**src/rtl/prt_ingress_writer_if.sv**
```systemverilog
// Bundle of the ingress byte stream, PRT write port and descriptor handshake of the PRT writer.
// master is the writer's view; slave is the view of the surrounding MAC/PRT/classifier.
interface prt_ingress_writer_if #(
  parameter int unsigned INDEX_SIZE = 2,
  parameter int unsigned LEN_W      = 16
);
  logic                  s_valid;
  logic                  s_ready;
  logic [7:0]            s_data;
  logic                  s_last;
  logic                  prt_start_req;
  logic                  prt_start_gnt;
  logic [INDEX_SIZE-1:0] prt_slot;
  logic                  prt_wr_en;
  logic [7:0]            prt_wr_data;
  logic                  prt_finish;
  logic                  prt_invalidate;
  logic [INDEX_SIZE-1:0] prt_inv_slot;
  logic                  desc_valid;
  logic                  desc_ready;
  logic [INDEX_SIZE-1:0] desc_slot;
  logic [LEN_W-1:0]      desc_len;
  logic [15:0]           desc_ethertype;

  modport master (
    input  s_valid, s_data, s_last, prt_start_gnt, prt_slot, desc_ready,
    output s_ready, prt_start_req, prt_wr_en, prt_wr_data, prt_finish, prt_invalidate,
           prt_inv_slot, desc_valid, desc_slot, desc_len, desc_ethertype
  );

  modport slave (
    output s_valid, s_data, s_last, prt_start_gnt, prt_slot, desc_ready,
    input  s_ready, prt_start_req, prt_wr_en, prt_wr_data, prt_finish, prt_invalidate,
           prt_inv_slot, desc_valid, desc_slot, desc_len, desc_ethertype
  );
endinterface

```
**src/rtl/prt_ingress_writer.sv**
```systemverilog
// Writes one ingress frame into an allocated PRT slot, then issues or invalidates its descriptor.
// Define PRT_INGRESS_STATS_EN to add saturating ok/runt/oversize frame counters.
module prt_ingress_writer #(
  parameter int unsigned INDEX_SIZE = 2,
  parameter int unsigned MAX_FRAME  = 1520,
  parameter int unsigned MIN_FRAME  = 14,
  parameter int unsigned LEN_W      = 16
) (
  input  logic                  clk,
  input  logic                  reset,
  prt_ingress_writer_if.master  bus
`ifdef PRT_INGRESS_STATS_EN
  ,
  output logic [31:0]           stat_ok,
  output logic [31:0]           stat_runt,
  output logic [31:0]           stat_oversize
`endif
);

  typedef enum logic [2:0] {StIdle, StAlloc, StStream, StDrop, StFinish, StDesc, StInval} state_e;

  state_e                state_q, state_d;
  logic [LEN_W-1:0]      cnt_q, cnt_d;
  logic [INDEX_SIZE-1:0] slot_q, slot_d;
  logic [15:0]           eth_q, eth_d;
  logic                  ovf_q, ovf_d;

  logic             ready, req, wr_en, finish, inval, dvalid;
  logic [LEN_W-1:0] cnt_inc;

  assign cnt_inc = cnt_q + 1'b1;

  always_comb begin
    state_d = state_q;
    cnt_d   = cnt_q;
    slot_d  = slot_q;
    eth_d   = eth_q;
    ovf_d   = ovf_q;
    ready   = 1'b0;
    req     = 1'b0;
    wr_en   = 1'b0;
    finish  = 1'b0;
    inval   = 1'b0;
    dvalid  = 1'b0;
    unique case (state_q)
      StIdle: begin
        // The pending byte stays upstream until a slot is granted.
        if (bus.s_valid) state_d = StAlloc;
      end
      StAlloc: begin
        req = 1'b1;
        if (bus.prt_start_gnt) begin
          slot_d  = bus.prt_slot;
          cnt_d   = '0;
          ovf_d   = 1'b0;
          state_d = StStream;
        end
      end
      StStream: begin
        ready = 1'b1;
        if (bus.s_valid) begin
          if (cnt_q == LEN_W'(MAX_FRAME)) begin
            ovf_d   = 1'b1;
            state_d = bus.s_last ? StInval : StDrop;
          end else begin
            wr_en = 1'b1;
            cnt_d = cnt_inc;
            if (cnt_q == LEN_W'(12)) eth_d[15:8] = bus.s_data;
            if (cnt_q == LEN_W'(13)) eth_d[7:0]  = bus.s_data;
            if (bus.s_last) state_d = (cnt_inc >= LEN_W'(MIN_FRAME)) ? StFinish : StInval;
          end
        end
      end
      StDrop: begin
        ready = 1'b1;
        if (bus.s_valid && bus.s_last) state_d = StInval;
      end
      StFinish: begin
        finish  = 1'b1;
        state_d = StDesc;
      end
      StDesc: begin
        dvalid = 1'b1;
        if (bus.desc_ready) state_d = StIdle;
      end
      StInval: begin
        inval   = 1'b1;
        state_d = StIdle;
      end
      default: state_d = StIdle;
    endcase
  end

  always_ff @(posedge clk or negedge reset) begin
    if (!reset) begin
      state_q <= StIdle;
      cnt_q   <= '0;
      slot_q  <= '0;
      eth_q   <= '0;
      ovf_q   <= 1'b0;
    end else begin
      state_q <= state_d;
      cnt_q   <= cnt_d;
      slot_q  <= slot_d;
      eth_q   <= eth_d;
      ovf_q   <= ovf_d;
    end
  end

  // Data-carrying outputs are held at zero whenever their qualifier is low.
  assign bus.s_ready        = ready;
  assign bus.prt_start_req  = req;
  assign bus.prt_wr_en      = wr_en;
  assign bus.prt_wr_data    = wr_en ? bus.s_data : 8'h00;
  assign bus.prt_finish     = finish;
  assign bus.prt_invalidate = inval;
  assign bus.prt_inv_slot   = inval ? slot_q : '0;
  assign bus.desc_valid     = dvalid;
  assign bus.desc_slot      = dvalid ? slot_q : '0;
  assign bus.desc_len       = dvalid ? cnt_q : '0;
  assign bus.desc_ethertype = dvalid ? eth_q : 16'h0000;

`ifdef PRT_INGRESS_STATS_EN
  logic [31:0] ok_q, runt_q, over_q;

  always_ff @(posedge clk or negedge reset) begin
    if (!reset) begin
      ok_q   <= '0;
      runt_q <= '0;
      over_q <= '0;
    end else begin
      if (state_q == StFinish && ok_q != '1) ok_q <= ok_q + 1'b1;
      if (state_q == StInval && !ovf_q && runt_q != '1) runt_q <= runt_q + 1'b1;
      if (state_q == StInval && ovf_q && over_q != '1) over_q <= over_q + 1'b1;
    end
  end

  assign stat_ok       = ok_q;
  assign stat_runt     = runt_q;
  assign stat_oversize = over_q;
`endif

endmodule

```
**src/flat_wrapper.sv**
```systemverilog
// flat-port wrapper written by rule: the top's interface ports become plain ports
module prt_ingress_writer_flat 
#(
  parameter int unsigned INDEX_SIZE = 2,
  parameter int unsigned MAX_FRAME  = 1520,
  parameter int unsigned MIN_FRAME  = 14,
  parameter int unsigned LEN_W      = 16
)
  (clk, reset, bus_s_valid, bus_s_data, bus_s_last, bus_prt_start_gnt, bus_prt_slot, bus_desc_ready, bus_s_ready, bus_prt_start_req, bus_prt_wr_en, bus_prt_wr_data, bus_prt_finish, bus_prt_invalidate, bus_prt_inv_slot, bus_desc_valid, bus_desc_slot, bus_desc_len, bus_desc_ethertype);
  prt_ingress_writer_if #(.INDEX_SIZE(INDEX_SIZE), .LEN_W(LEN_W)) bus_i ();
  input  logic clk;
  input  logic reset;
  input wire logic [$bits(bus_i.s_valid)-1:0] bus_s_valid;
  input wire logic [$bits(bus_i.s_data)-1:0] bus_s_data;
  input wire logic [$bits(bus_i.s_last)-1:0] bus_s_last;
  input wire logic [$bits(bus_i.prt_start_gnt)-1:0] bus_prt_start_gnt;
  input wire logic [$bits(bus_i.prt_slot)-1:0] bus_prt_slot;
  input wire logic [$bits(bus_i.desc_ready)-1:0] bus_desc_ready;
  output wire logic [$bits(bus_i.s_ready)-1:0] bus_s_ready;
  output wire logic [$bits(bus_i.prt_start_req)-1:0] bus_prt_start_req;
  output wire logic [$bits(bus_i.prt_wr_en)-1:0] bus_prt_wr_en;
  output wire logic [$bits(bus_i.prt_wr_data)-1:0] bus_prt_wr_data;
  output wire logic [$bits(bus_i.prt_finish)-1:0] bus_prt_finish;
  output wire logic [$bits(bus_i.prt_invalidate)-1:0] bus_prt_invalidate;
  output wire logic [$bits(bus_i.prt_inv_slot)-1:0] bus_prt_inv_slot;
  output wire logic [$bits(bus_i.desc_valid)-1:0] bus_desc_valid;
  output wire logic [$bits(bus_i.desc_slot)-1:0] bus_desc_slot;
  output wire logic [$bits(bus_i.desc_len)-1:0] bus_desc_len;
  output wire logic [$bits(bus_i.desc_ethertype)-1:0] bus_desc_ethertype;
  assign bus_i.s_valid = bus_s_valid;
  assign bus_i.s_data = bus_s_data;
  assign bus_i.s_last = bus_s_last;
  assign bus_i.prt_start_gnt = bus_prt_start_gnt;
  assign bus_i.prt_slot = bus_prt_slot;
  assign bus_i.desc_ready = bus_desc_ready;
  assign bus_s_ready = bus_i.s_ready;
  assign bus_prt_start_req = bus_i.prt_start_req;
  assign bus_prt_wr_en = bus_i.prt_wr_en;
  assign bus_prt_wr_data = bus_i.prt_wr_data;
  assign bus_prt_finish = bus_i.prt_finish;
  assign bus_prt_invalidate = bus_i.prt_invalidate;
  assign bus_prt_inv_slot = bus_i.prt_inv_slot;
  assign bus_desc_valid = bus_i.desc_valid;
  assign bus_desc_slot = bus_i.desc_slot;
  assign bus_desc_len = bus_i.desc_len;
  assign bus_desc_ethertype = bus_i.desc_ethertype;
  prt_ingress_writer #(.INDEX_SIZE(INDEX_SIZE), .MAX_FRAME(MAX_FRAME), .MIN_FRAME(MIN_FRAME), .LEN_W(LEN_W)) u_core (.clk(clk), .reset(reset), .bus(bus_i));
endmodule
```
**config.mk**
```make
export PLATFORM = sky130hd
export DESIGN_NAME = prt_ingress_writer_flat
export DESIGN_NICKNAME = d
export VERILOG_FILES = /design/src/rtl/prt_ingress_writer_if.sv /design/src/rtl/prt_ingress_writer.sv /design/src/flat_wrapper.sv
export SDC_FILE = /design/constraint.sdc
export NUM_CORES = 1
export LEC_CHECK = 0
export BUFFER_PORTS_ARGS = -buffer_cell sky130_fd_sc_hd__buf_4
export CAP_MARGIN = 20
export CORE_MARGIN = 2
export CORE_UTILIZATION = 59
export CTS_BUF_LIST = sky130_fd_sc_hd__clkbuf_4
export DETAILED_ROUTE_END_ITERATION = 12
export MAX_ROUTING_LAYER = met4
export PLACE_DENSITY = 0.88
export SLEW_MARGIN = 20
export SYNTH_ARGS = -nofsm -noshare
export SYNTH_HDL_FRONTEND = slang
export SYNTH_SLANG_ARGS = --single-unit
```
**constraint.sdc**
```tcl
create_clock -name clk -period 3.2 [get_ports clk]
set_input_delay 0.64 -clock clk [delete_from_list [all_inputs] [get_ports clk]]
set_output_delay 0.64 -clock clk [all_outputs]
set_load 0.01 [all_outputs]
```
==> results of run 1 <==
-- flip-flops by register name (all words and copies together) (netlist names) --
| name | count |
|---|---|
| u_core.slot_q | 2 |
| u_core.state_q | 3 |
| u_core.cnt_q | 16 |
| u_core.eth_q | 16 |
-- layout make-up --
type	count	area, um2
timing repair buffer	68	510.5
fill	297	1020
clock buffer	5	37.54
tap	50	62.56
inverter	7	26.28
sequential	37	925.9
clock inverter	3	41.29
multi-input combinational	205	1463
-- per-layer routing --
layer	vias up	part of all wire, %	GRT usage, %
met5	-	0	-
met4	0	1.4	10.04
met3	9	6.6	5.669
met2	69	49	41.99
met1	1067	43	30.86
li1	1061	-	-
-- logic make-up after synthesis --
| family | count (synthesis) | synth area share, % |
|---|---|---|
| simple gates | 127 | 29.15 |
| mux | 45 | 18.66 |
| flops | 37 | 36.44 |
| buf+inv | 29 | 6.302 |
| compound gates | 27 | 6.942 |
| xor+xnor | 3 | 1.034 |
| fa+ha+maj | 3 | 1.477 |
-- power breakdown --
| part | leakage (nW) | switching, mW | internal, mW |
|---|---|---|---|
| Clock | 0.0389 | 0.170 | 0.162 |
| Sequential | 0.503 | 0.113 | 0.541 |
| Combinational | 0.923 | 0.335 | 0.285 |
-- cells in the final DEF (no fill, tap or decap), types with 8 or more instances in the layout --
master / instances
nor3_1: 8
nor2_1: 9
nand3_1: 10
dfrtp_1: 37
nand4_1: 8
mux2_2: 19
buf_4: 68
nand2_1: 20
mux2i_1: 26
and2_1: 41
-- worst max path at each step --
stage,startpoint,to,slack (ps),cells after the start
2_1_floorplan,u_core.cnt_q[0],bus_prt_wr_data[4],760,8
3_3_place_gp,u_core.cnt_q[0],bus_prt_wr_data[6],890,7
3_5_place_dp,u_core.cnt_q[0],bus_prt_wr_data[6],800,7
4_1_cts,u_core.cnt_q[0],bus_prt_wr_data[6],390,7
5_1_grt,u_core.cnt_q[0],bus_prt_wr_data[3],250,7
6_report,u_core.cnt_q[0],bus_prt_wr_data[5],390,7
==> reports/summary.md, run 1 <==
The flow ran to the end, and the final reports show no timing, DRC or antenna violations. The primary flip-flop cell chosen by synthesis mapping is dfrtp_1. Routability-driven placement finished with a final weighted congestion of 0.8762. The maximum operating frequency came out at 0.3561 GHz. Setup repair after global routing left no endpoint under its margin. The number of clock sinks was 37; the number of diodes added for antenna fixing was 0.

The logs give 57.86% for the max-slew headroom at the worst pin and 0 ps for the final sum of negative setup slack. Setup slack on the worst reg-to-reg path comes out at 810 ps. The via count was 2206. The number of clock buffers added by TritonCTS is 5. The logs give 343 for the number of nets in the finished design and 367 for the placed cell count. Across the routed clock network, the largest skew measured is 6.985 ps. The total routing usage reported by global routing is 25.61%. For the post-synthesis instance area, the log shows 2541 um2. For the synthesized netlist net count, the log shows 290. By count the netlist is led by and2_1 (41), dfrtp_1 (37), mux2i_1 (26).

In this run the count of I/O pins placed on the die edge is 66. The tools report the pin count of the biggest net entering global routing as 38. In this run the critical register-to-register path is captured at u_core.cnt_q[2]. The worst setup path is captured at an output pin. Clock-pin slew was measured on the worst setup and hold paths at 120 ps. The tools report the distinct cell type count after synthesis as 48. The biggest cell delay along the critical path was 480 ps. Category of the worst setup path launch point: a flip-flop.

From synthesis to final layout, the design area changed by 20.68%. The per-cell routed wire length is 15.50 um, and the number of post-CTS setup repair buffers is 0. The HPWL after detailed placement is 4252 um. The tool flagged a number of max-cap violations equal to 0.

The placed instances occupy a cell area of 2988 um2. Among all cell types in the netlist, the one instantiated most often is and2_1. For this configuration, the core starts out at a cell density of 62.19%. The clock passes through at most 2 buffers.

Detailed-route DRC error count: 0. The total count of hold-check failures in the final report was 0; the final design area excluding fillers was 3067 um2. Maximum fanout count along the critical path: 10. The signal on the critical path passes through inv_1, ha_1, and4bb_2, and3_1, a21oi_4, and2_1, buf_4. For the final cell count without fillers, the log shows 375. Setup violations remaining at the end of the flow were counted as 0. After the first detailed-routing iteration, the DRC count stood at 179. The number of global-route vias before repair is 2094, and the final period demand of the worst path is 2809 ps. For the remaining antenna violation count, the log shows 0. The tools report the core box area as 4086 um2. The type of the most critical hold path is primary input to async pin.

Measured along the y axis, the die boundary spans 69.63 um. In the final layout, the share of cells above drive strength 1 is 32.92%. The die width is 69.63 um, and the tightest hold margin is 215.9 ps.

The first global-routing pass estimated 9715 um of wire. TritonCTS built the clock tree. Setup slack closes at 391.4 ps. The tools report the static leakage as 1.464 nW. The number of antenna violations at the first check in global routing is 0.

The number of buffer cells added on primary ports is 65. Wires add up to 5811 um. Ranked by total cell area, the synthesized netlist is headed by dfrtp_1 (36%), mux2i_1 (10%), and2_1 (10%). Once the clock tree was built, the resizer swapped 0 gates to a different size. The post-detailed-route via-to-cell ratio was 5.883.

The number of buffers and inverters on the critical path works out to 2. Across the VDD grid, the largest voltage drop is 0.0003836 V. The clock reaches the later pin of the worst-skew pair after 360 ps. Cell taking the most area after synthesis: dfrtp_1. The cell class contributing the biggest share of worst-path delay is simple AND/OR/NAND/NOR gates.

A synthesized cell averages 9.377 um2. The design draws 1.605 mW. The H-tree was split into 2 levels. The tools report the number of iterations in the first detailed-routing pass as 4.

Summing the sequential cell areas from Yosys gives 36.44% of the chip area. Post-placement worst setup slack: 798.6 ps. The number of cells on the worst reg-to-reg path is 8. Of the post-synthesis cell area, the dominant cell type holds 36.44%. At the worst endpoint, the arrival time is 2170 ps. The critical path is of the flip-flop to output pin type. The fraction of registers with async set/reset was 100.0%; the cell count after synthesis was 271. The power density over the cells came out at 523.3 nW/um2. Number of storage elements in the synthesis netlist: 37. The total grt overflow was 0. For the worst setup path, the data required time is 2560 ps.

Cells fill 75.05% of the core in the end. The number of enable-type register cells in the synthesized netlist works out to 0. The count of yosys warnings during synthesis was 0. After clock tree synthesis, the flow added hold-fix buffers numbering 0.

The run gives 4848 um2 as the die area. Among all stages on the critical path, the largest delay is contributed by dfrtp_1. In the finished design, the share of the clock period the worst path needs comes to 87.77%.

CTS placed an instance of clkbuf_4 at the clock tree root. For the final max-slew violation count, the log shows 0. The tools report the total number of placement rows as 23.

The startpoint identified for the worst register-to-register timing path is u_core.cnt_q[0]. For the pin with the worst max-slew slack, the measured transition is 630.6 ps.
Note: power is estimated with default switching activity, not from simulation.
==> run 2, diff against run 1 <==
--- a/config.mk
+++ b/config.mk
@@ -5,14 +5,14 @@
 export SDC_FILE = /design/constraint.sdc
 export NUM_CORES = 1
 export LEC_CHECK = 0
-export BUFFER_PORTS_ARGS = -buffer_cell sky130_fd_sc_hd__buf_4
 export CAP_MARGIN = 20
 export CORE_MARGIN = 2
-export CORE_UTILIZATION = 59
+export CORE_UTILIZATION = 65
 export CTS_BUF_LIST = sky130_fd_sc_hd__clkbuf_4
 export DETAILED_ROUTE_END_ITERATION = 12
+export DONT_BUFFER_PORTS = 1
 export MAX_ROUTING_LAYER = met4
-export PLACE_DENSITY = 0.88
+export PLACE_DENSITY = 0.82
 export SLEW_MARGIN = 20
 export SYNTH_ARGS = -nofsm -noshare
 export SYNTH_HDL_FRONTEND = slang
==> reports/summary.md, run 2 (synthesized netlist as in run 1, its figures left out) <==
The tools report the total count of hold-check failures in the final report as 0. The per-cell routed wire length was 17.63 um. The H-tree was split into 2 levels. Type of the most critical hold path: primary input to async pin. The logs give 66 for the top-level port count and 0 for the reported max-cap violation count. The placer's final routability congestion estimate was 0.8377. For the deepest clock path buffer count, the log shows 2.

TritonCTS built the clock tree. The worst clock skew is 8.795 ps. Relative to the synthesized area, the layout overhead comes to 2.462%. The worst setup path is captured at an output pin. The count of buffers added on input and output ports is 0. The number of antenna violations at the first check in global routing came out at 0.

The detailed placer's ending HPWL is 3937 um. The number of clock sinks came out at 37. For this run, the detailed router's first-pass iteration total came to 4. The initial cell density of the core came out at 68.38%. The detailed-route DRC error count is 0.

The critical path is of the flip-flop to output pin type. The top cell types in the final layout, fill and taps aside, are and2_1 (41), dfrtp_1 (37), mux2i_1 (26), nand2_1 (20), mux2_2 (19). IR analysis of the VDD net gives a maximum drop of 0.0003313 V. For the routed wire length, the log shows 5447 um. Adding up every negative setup slack in the final design gives 0 ps.

The library cell used most frequently in the layout, excluding fill and tap cells, is and2_1. For the maximum operating frequency, the log shows 0.3566 GHz. Of the available clock period, the critical path in the final layout requires 87.63%. The worst-skew pair later-pin latency is 350 ps, and the total design power is 1.528 mW. The total grt overflow is 0. The total number of placement rows is 22. The final max-slew violation count came out at 0. The tools report the category of the worst setup path launch point as a flip-flop.

The flow ran to the end, and the final reports show no timing, DRC or antenna violations. The final period demand of the worst path was 2804 ps; the number of diodes added for antenna fixing was 0. In the final layout, the registers with the most flip-flops are u_core.cnt_q x16, u_core.eth_q x16, u_core.state_q x3.

The power density over the cells was 587.0 nW/um2. The tools report the tightest hold margin as 109.8 ps. In the routed layout, each cell is associated on average with a via count of 6.314.

In this run the worst path has a maximum fanout of 11. In this run, CTS created clock tree buffers numbering 5. The buffer cell driving the clock tree root is clkbuf_4. The die height was 66.53 um.

The die covers 4426 um2. The via count was 1951; the slew of the pin with the lowest slew margin was 621.6 ps. The pin count of the biggest net entering global routing was 38.

The remaining antenna violation count is 0. The post-route netlist has 17.24% of its cells at a drive strength greater than 1. The final layout contains 279 nets. Setup repair after global routing left no endpoint under its margin. The tools report the critical path required time as 2560 ps. Summed over all cells, the static leakage comes to 1.137 nW. In this run the post-CTS setup repair buffer count came out at 0. Setup violations remaining at the end of the flow were counted as 0. For the number of global-route vias before repair, the log shows 1840. The max-slew headroom at the worst pin is 58.46%, and the first-pass GRT wire length is 8894 um. The first routing iteration left 128 violations. The total area inside the core boundary comes to 3716 um2. Clock-pin slew was measured on the worst setup and hold paths at 120 ps. The worst path arrival time is 2160 ps, and the die width is 66.53 um. Across every metal layer, demand over resource in global routing totals 27.70%.
[run 2: changes by cell type in the layout (fill, tap and decap cells not counted)]
cell        previous run  this run
clkinv_1               2         1
buf_12                 0         1
clkinvlp_4             1         0
nor2_2                 0         1
clkbuf_4               5         6
clkinv_4               0         1
nor2_1                 9         8
buf_4                 68         3
[run 2: report_power, final]
group | internal [mW] | switching (mW)
Sequential | 0.541 | 0.119
Clock | 0.175 | 0.163
Combinational | 0.217 | 0.314
Total | 0.932 | 0.596
[run 2: critical path: stages (launching register included)]
cell      delay, ps
dfrtp_1         480
inv_1           130
ha_1            240
and4bb_2        240
and3_1          180
a21oi_4         320
and2_1          240
[run 2: layout make-up]
cell class | count | area (um2)
clock buffer | 6 | 45.04
clock inverter | 2 | 38.79
fill | 313 | 1112
inverter | 7 | 26.28
multi-input combinational | 205 | 1465
sequential | 37 | 925.9
tap | 48 | 60.06
timing repair buffer | 4 | 42.54
[run 2: metrics by stage]
| stage | instances | utilization [%] | instance area, um2 | worst slack (ps) |
|---|---|---|---|---|
| CTS | 309 | 70.07 | 2604 | 358.3 |
| floorplan | 271 | - | 2541 | 757.7 |
| finish | 309 | 70.07 | 2604 | 395.7 |
| global route | 309 | 70.07 | 2604 | 241.2 |
| global placement | 300 | 67.27 | 2500 | 871.2 |
| detailed placement | 300 | 67.27 | 2500 | 772.7 |
[run 2: what timing repair did]
action                                 CTS  global route
resized for setup                        0             0
hold buffers                             1             0
endpoints found under the hold margin   37             0
[run 2: metal layers]
metal | routed length (um) | GRT usage (%) | part of all wire [%]
met1 | 2307 | 34.72 | 42
met2 | 2771 | 45.13 | 51
met3 | 275 | 5.574 | 5.0
met4 | 93 | 9.184 | 1.7
met5 | 0 | - | 0
[run 2: final timing paths]
path	from	end	slack, ps	cells past startpoint
max in group asynchronous	reset	u_core.cnt_q[8]	2910	1
max	u_core.cnt_q[0]	bus_prt_wr_data[2]	400	6
min in group clk	bus_s_last	u_core.state_q[0]	360	1
min	reset	u_core.cnt_q[13]	110	1
max reg2reg	u_core.cnt_q[0]	u_core.cnt_q[11]	900	8
min reg2reg	u_core.eth_q[8]	u_core.eth_q[8]	510	1
